`config.mk`:
```
export PLATFORM = sky130hd
export DESIGN_NAME = countdown_timer
export DESIGN_NICKNAME = d
export VERILOG_FILES = /design/src/rtl/timer_pkg.sv /design/src/rtl/timer_prescaler.sv /design/src/rtl/countdown_timer.sv
export SDC_FILE = /design/constraint.sdc
export NUM_CORES = 1
export LEC_CHECK = 0
export ABC_AREA = 1
export ABC_CLOCK_PERIOD_IN_PS = 2300
export BUFFER_PORTS_ARGS = -buffer_cell sky130_fd_sc_hd__buf_2
export CAP_MARGIN = 30
export CORE_MARGIN = 2
export CORE_UTILIZATION = 45
export DETAILED_ROUTE_END_ITERATION = 8
export GPL_TIMING_DRIVEN = 0
export PLACE_DENSITY_LB_ADDON = 0.3
export SLEW_MARGIN = 25
export SYNTH_ARGS = -nofsm -noshare
export SYNTH_HDL_FRONTEND = slang
export SYNTH_SLANG_ARGS = --single-unit
```
`constraint.sdc`:
```
create_clock -name clk -period 2.3 [get_ports clk]
set_clock_uncertainty 0.1 [all_clocks]
set_input_delay 0.345 -clock clk [delete_from_list [all_inputs] [get_ports clk]]
set_output_delay 0.345 -clock clk [all_outputs]
set_load 0.005 [all_outputs]
```
`src/rtl/timer_pkg.sv`:
```
// Shared types and default widths for the countdown timer and its prescaler.
package timer_pkg;

    typedef enum logic [1:0] {
        IDLE   = 2'd0,
        RUN    = 2'd1,
        PAUSED = 2'd2,
        DONE   = 2'd3
    } timer_state_t;

    localparam int DEFAULT_CNT_BITS      = 16;
    localparam int DEFAULT_PRESCALE_BITS = 8;

endpackage

```
`src/rtl/timer_prescaler.sv`:
```
// Tick divider: while enabled, asserts tick once every (div+1) cycles.
module timer_prescaler
    import timer_pkg::*;
#(
    parameter int DIV_BITS = DEFAULT_PRESCALE_BITS
) (
    input  logic                clk,
    input  logic                reset,
    input  logic                clear,
    input  logic                enable,
    input  logic [DIV_BITS-1:0] div,
    output logic                tick
);

    logic [DIV_BITS-1:0] cnt_reg;

    assign tick = enable && (cnt_reg == div);

    always_ff @(posedge clk) begin
        if (reset || clear) begin
            cnt_reg <= '0;
        end else if (enable) begin
            cnt_reg <= tick ? '0 : cnt_reg + 1'b1;
        end
    end

endmodule

```
`src/rtl/countdown_timer.sv`:
```
// Loadable countdown timer with pause, abort and optional auto-reload.
// Define COUNTDOWN_TIMER_PRESCALE_EN to divide the tick rate by (prescale_div+1).
module countdown_timer
    import timer_pkg::*;
#(
    parameter int NUM_CNT_BITS  = DEFAULT_CNT_BITS,
    parameter int PRESCALE_BITS = DEFAULT_PRESCALE_BITS
) (
    input  logic                     clk,
    input  logic                     reset,
    input  logic                     load_valid,
    output logic                     load_ready,
    input  logic [NUM_CNT_BITS-1:0]  load_val,
    input  logic                     auto_reload,
    input  logic [PRESCALE_BITS-1:0] prescale_div,
    input  logic                     pause,
    input  logic                     abort,
    output logic [NUM_CNT_BITS-1:0]  count_out,
    output logic                     expire_pulse,
    output logic                     busy,
    output logic                     done
);

    timer_state_t            state_reg, state_next;
    logic [NUM_CNT_BITS-1:0] count_reg, count_next;
    logic [NUM_CNT_BITS-1:0] reload_reg;
    logic                    auto_reg;
    logic                    expire_reg, expire_next;
    logic                    load_accept;
    logic                    run_active;
    logic                    tick;
    logic                    at_one;

    assign load_accept = load_valid && load_ready;
    assign run_active  = (state_reg == RUN) && !pause;
    assign at_one      = (count_reg == NUM_CNT_BITS'(1));

`ifdef COUNTDOWN_TIMER_PRESCALE_EN
    logic [PRESCALE_BITS-1:0] presc_reg;

    always_ff @(posedge clk) begin
        if (reset) begin
            presc_reg <= '0;
        end else if (load_accept) begin
            presc_reg <= prescale_div;
        end
    end

    timer_prescaler #(
        .DIV_BITS (PRESCALE_BITS)
    ) u_prescaler (
        .clk    (clk),
        .reset  (reset),
        .clear  (abort || load_accept),
        .enable (run_active),
        .div    (presc_reg),
        .tick   (tick)
    );
`else
    logic unused_prescale;
    assign unused_prescale = ^prescale_div;
    assign tick            = run_active;
`endif

    always_ff @(posedge clk) begin
        if (reset) begin
            state_reg <= IDLE;
        end else begin
            state_reg <= state_next;
        end
    end

    always_comb begin
        state_next = state_reg;
        if (abort) begin
            state_next = IDLE;
        end else begin
            case (state_reg)
                IDLE, DONE: begin
                    if (load_valid) begin
                        state_next = (load_val == '0) ? DONE : RUN;
                    end
                end
                RUN: begin
                    if (pause) begin
                        state_next = PAUSED;
                    end else if (tick && at_one && !auto_reg) begin
                        state_next = DONE;
                    end
                end
                PAUSED: begin
                    if (!pause) begin
                        state_next = RUN;
                    end
                end
                default: state_next = IDLE;
            endcase
        end
    end

    always_comb begin
        load_ready = ((state_reg == IDLE) || (state_reg == DONE)) && !abort;
        busy       = (state_reg == RUN) || (state_reg == PAUSED);
        done       = (state_reg == DONE);
    end

    // Abort dominates everything, so an expiry in the same cycle is dropped.
    always_comb begin
        count_next  = count_reg;
        expire_next = 1'b0;
        if (abort) begin
            count_next = '0;
        end else if (load_accept) begin
            count_next  = load_val;
            expire_next = (load_val == '0);
        end else if (tick) begin
            if (at_one) begin
                expire_next = 1'b1;
                count_next  = auto_reg ? reload_reg : '0;
            end else if (count_reg != '0) begin
                count_next = count_reg - 1'b1;
            end
        end
    end

    always_ff @(posedge clk) begin
        if (reset) begin
            count_reg  <= '0;
            reload_reg <= '0;
            auto_reg   <= 1'b0;
            expire_reg <= 1'b0;
        end else begin
            count_reg  <= count_next;
            expire_reg <= expire_next;
            if (load_accept) begin
                reload_reg <= load_val;
                auto_reg   <= auto_reload;
            end
        end
    end

    assign count_out    = count_reg;
    assign expire_pulse = expire_reg;

endmodule

```
==> impl_metrics.json <==
{
  "status": "finished, final reports clean",
  "ir_worst_vdd_uv": 336,
  "gp_routability_congestion": 0.879,
  "timing.critical_path.cells": "inv_1 -> ha_1 -> inv_1 -> nor2_1 -> nand2_2 -> inv_2 -> buf_2 -> nand2_1 -> nand2_1 -> nand2_1 -> a21oi_1",
  "die-area_sq_mm": 0.00573,
  "syn_inst_count": 384,
  "crit_path_category": "reg -> reg",
  "crit_required_ns": 2.42,
  "final_antenna_net_count": 0,
  "r2r_cells": 11,
  "final_core_utilization": 0.540,
  "post-route-period-util": 0.874,
  "cell_int_power_mw": 1.24,
  "grt_util_all_layers": 0.236,
  "syn-num-nets": 420,
  "cts_setup_buffers": 0,
  "netlist_top_cells_area": "sky130_fd_sc_hd__dfxtp_1 31%, sky130_fd_sc_hd__nand2_1 20%, sky130_fd_sc_hd__nor2_1 11%",
  "routed-via-count": 2477,
  "relSlewSlack": 0.663,
  "worst_hold_path.endpoint": "reload_reg[3]",
  "post_synth_instance_area_sq_mm": 0.00231,
  "min_path_cells": 3,
  "ff2ff_setup_slack_ns": 0.29,
  "route.detailed.drc": 0,
  "worst_ep_arrival_time_ns": 2.13,
  "fin_crit_ns": 2.01,
  "netSwitchingFraction": 0.368,
  "p_per_area_mw_per_mm2": 721,
  "hold_class": "in -> reg",
  "drv.max_cap_violation_count": 0,
  "synth_enable_flop_cells": 0,
  "placement.io_buffers": 40,
  "crit_path_start_kind": "flop",
  "max-clock-path-buffers": 2,
  "yosys.area.top_type_share": 0.312,
  "path_max_fanout": 10,
  "tritoncts_num_sinks": 36,
  "antenna_cells_inserted": 0,
  "grt_max_degree": 12,
  "power_frac_seq": 0.355,
  "worst_path_most_repeated_cell": "sky130_fd_sc_hd__nand2_1",
  "areaGrowthSynthToFinish_pct": 17.7,
  "net_switching_mw": 0.722,
  "report.final.slew_viol_count": 0,
  "min_from": "load_val[3]",
  "share_comb_of_total_power": 0.356,
  "async_reset_ff_frac": 0,
  "final_layout_size_suffix_gt1_frac": 0.164,
  "post_synth.cell_area_avg_sq_um": 6.02,
  "tritoncts.num_buffers": 5,
  "critical_path.endpoint_type": "flop",
  "clk_latency_ns": 0.30,
  "yosysSeqAreaShare": 0.312,
  "avgViaCountPerCell": 4.93,
  "critPathSlowestCell": "sky130_fd_sc_hd__dfxtp_1",
  "p_leak_nw": 1.40,
  "clock_tree.root_cell": "sky130_fd_sc_hd__clkbuf_8",
  "setup_repair_after_global_routing_missed_its_margin": "no",
  "layout.cells.most_common": "sky130_fd_sc_hd__nand2_1",
  "synth_seq_cells": 36,
  "floorplan.rows": 26,
  "routed_wl_um": 6120,
  "finalSetupTns_ns": 0,
  "hpwl_um": 4710,
  "power.share.clock": 0.289,
  "final_nets": 467,
  "antenna_found_initial": 0,
  "rr_startpoint": "state_reg[0]",
  "yosys_warnings": 0,
  "synth_top_flop_cell": "sky130_fd_sc_hd__dfxtp_1",
  "cts.htree.levels": 2,
  "grt-ovfl-total": 0,
  "synth.distinct_cells": 28,
  "grt_pass1_vias": 2238,
  "drtIter0Drc": 169,
  "die_span_in_x_um": 75.7,
  "clock_tree_from_tritoncts": "yes",
  "synth_area_leader_cell": "sky130_fd_sc_hd__dfxtp_1",
  "filler_cell_count": 530,
  "hold_violations": 0,
  "max_stage_delay_ns": 0.36,
  "clk_transition_reported_paths_ns": 0.08,
  "global_route_wire_length_before_repair_um": 10200,
  "finalSetupViolations": 0,
  "worst_slew_pin_slew_ns": 0.506,
  "dr.pass1.iters": 4,
  "core_area_sq_mm": 0.00504,
  "io_pins": 50,
  "vertical_extent_of_the_die_um": 75.7,
  "start_util": 0.459,
  "maxClockFrequency_mhz": 497,
  "reg2reg_to": "count_out[4]",
  "mostFrequentLayoutCells": "124 x sky130_fd_sc_hd__nand2_1, 70 x sky130_fd_sc_hd__nor2_1, 44 x sky130_fd_sc_hd__buf_2, 40 x sky130_fd_sc_hd__inv_1, 36 x sky130_fd_sc_hd__dfxtp_1",
  "detail_route.wl_per_cell_um": 12.2
}
[kinds of logic after synthesis]
group	Yosys count	share of synthesized area
AOI/OAI and AO/OA	43	0.0979
and+or+nand+nor	242	0.451
xor gates and xnor gates	2	0.00758
DFF	36	0.312
buffers and inverters	55	0.0996
adders and majority gates	6	0.0325
[final cells by class]
type                       count  area (sq um)  area share
clock buffer                   6          72.6      0.0267
timing repair buffer          40           200      0.0735
inverter                      43           161      0.0593
clock inverter                 2          35.0      0.0129
multi-input combinational    293          1380       0.505
sequential                    36           721       0.265
buffer                        12          70.1      0.0257
tap                           70          87.6      0.0322
[worst max path at each step]
stage	start	cells after the start	endpoint
2_1_floorplan	state_reg[0]	11	count_out[14]
3_3_place_gp	state_reg[0]	11	count_out[11]
3_5_place_dp	state_reg[0]	11	count_out[11]
4_1_cts	state_reg[0]	11	count_out[11]
5_1_grt	state_reg[0]	12	count_out[11]
6_report	state_reg[0]	11	count_out[4]
[power by group through the flow]
stage	logic (mW)	clock network [mW]	registers (mW)
after floorplan	0.522	0	0.705
after global placement	0.672	0	0.710
after detailed placement	0.684	0	0.711
after CTS	0.688	0.573	0.696
after global routing	0.811	0.593	0.701
final	0.698	0.567	0.697
[synthesized netlist by cell type, types with 3 or more instances]
library cell / number
sky130_fd_sc_hd__buf_2: 4
sky130_fd_sc_hd__a21oi_1: 28
sky130_fd_sc_hd__clkbuf_1: 5
sky130_fd_sc_hd__nand2_1: 125
sky130_fd_sc_hd__dfxtp_1: 36
sky130_fd_sc_hd__ha_1: 6
sky130_fd_sc_hd__nand2_2: 3
sky130_fd_sc_hd__nor2_1: 70
sky130_fd_sc_hd__nand3b_1: 6
sky130_fd_sc_hd__nor3_2: 3
sky130_fd_sc_hd__nand3_1: 26
sky130_fd_sc_hd__nand4_1: 4
sky130_fd_sc_hd__o21ai_0: 9
sky130_fd_sc_hd__inv_1: 41
[repair_timing]
item                       in CTS  in global routing
setup endpoints to repair       0                 14
hold buffers                    0                  0
resized for setup               0                  7
[routing by layer]
metal  GRT usage  vias up  share of wire
li1            -     1295              -
met2       0.362       61           0.48
met1       0.329     1110           0.46
met5           0        -              0
met4       0.105        0          0.020
met3      0.0357       11          0.047
[worst max-delay path, delay by kind of cell, from the launching register on]
| family | cells | cell delay [ns] |
|---|---|---|
| buffers and inverters | 4 | 0.54 |
| and+or+nand+nor | 5 | 0.50 |
| DFF | 1 | 0.36 |
| adders and majority gates | 1 | 0.29 |
| AOI/OAI and AO/OA | 1 | 0.13 |
[through the flow]
stage	hold slack [ns]	cells	power, mW	area, sq um	worst slack (ns)
after floorplan	0.345	384	1.23	2310	0.381
after global placement	0.355	494	1.38	2600	0.147
after detailed placement	0.359	494	1.40	2600	0.0769
after CTS	0.226	502	1.96	2710	0.0713
after global routing	0.243	502	2.11	2720	0.0433
final	0.227	502	1.96	2720	0.290
Power figures use the tool's default switching activity.
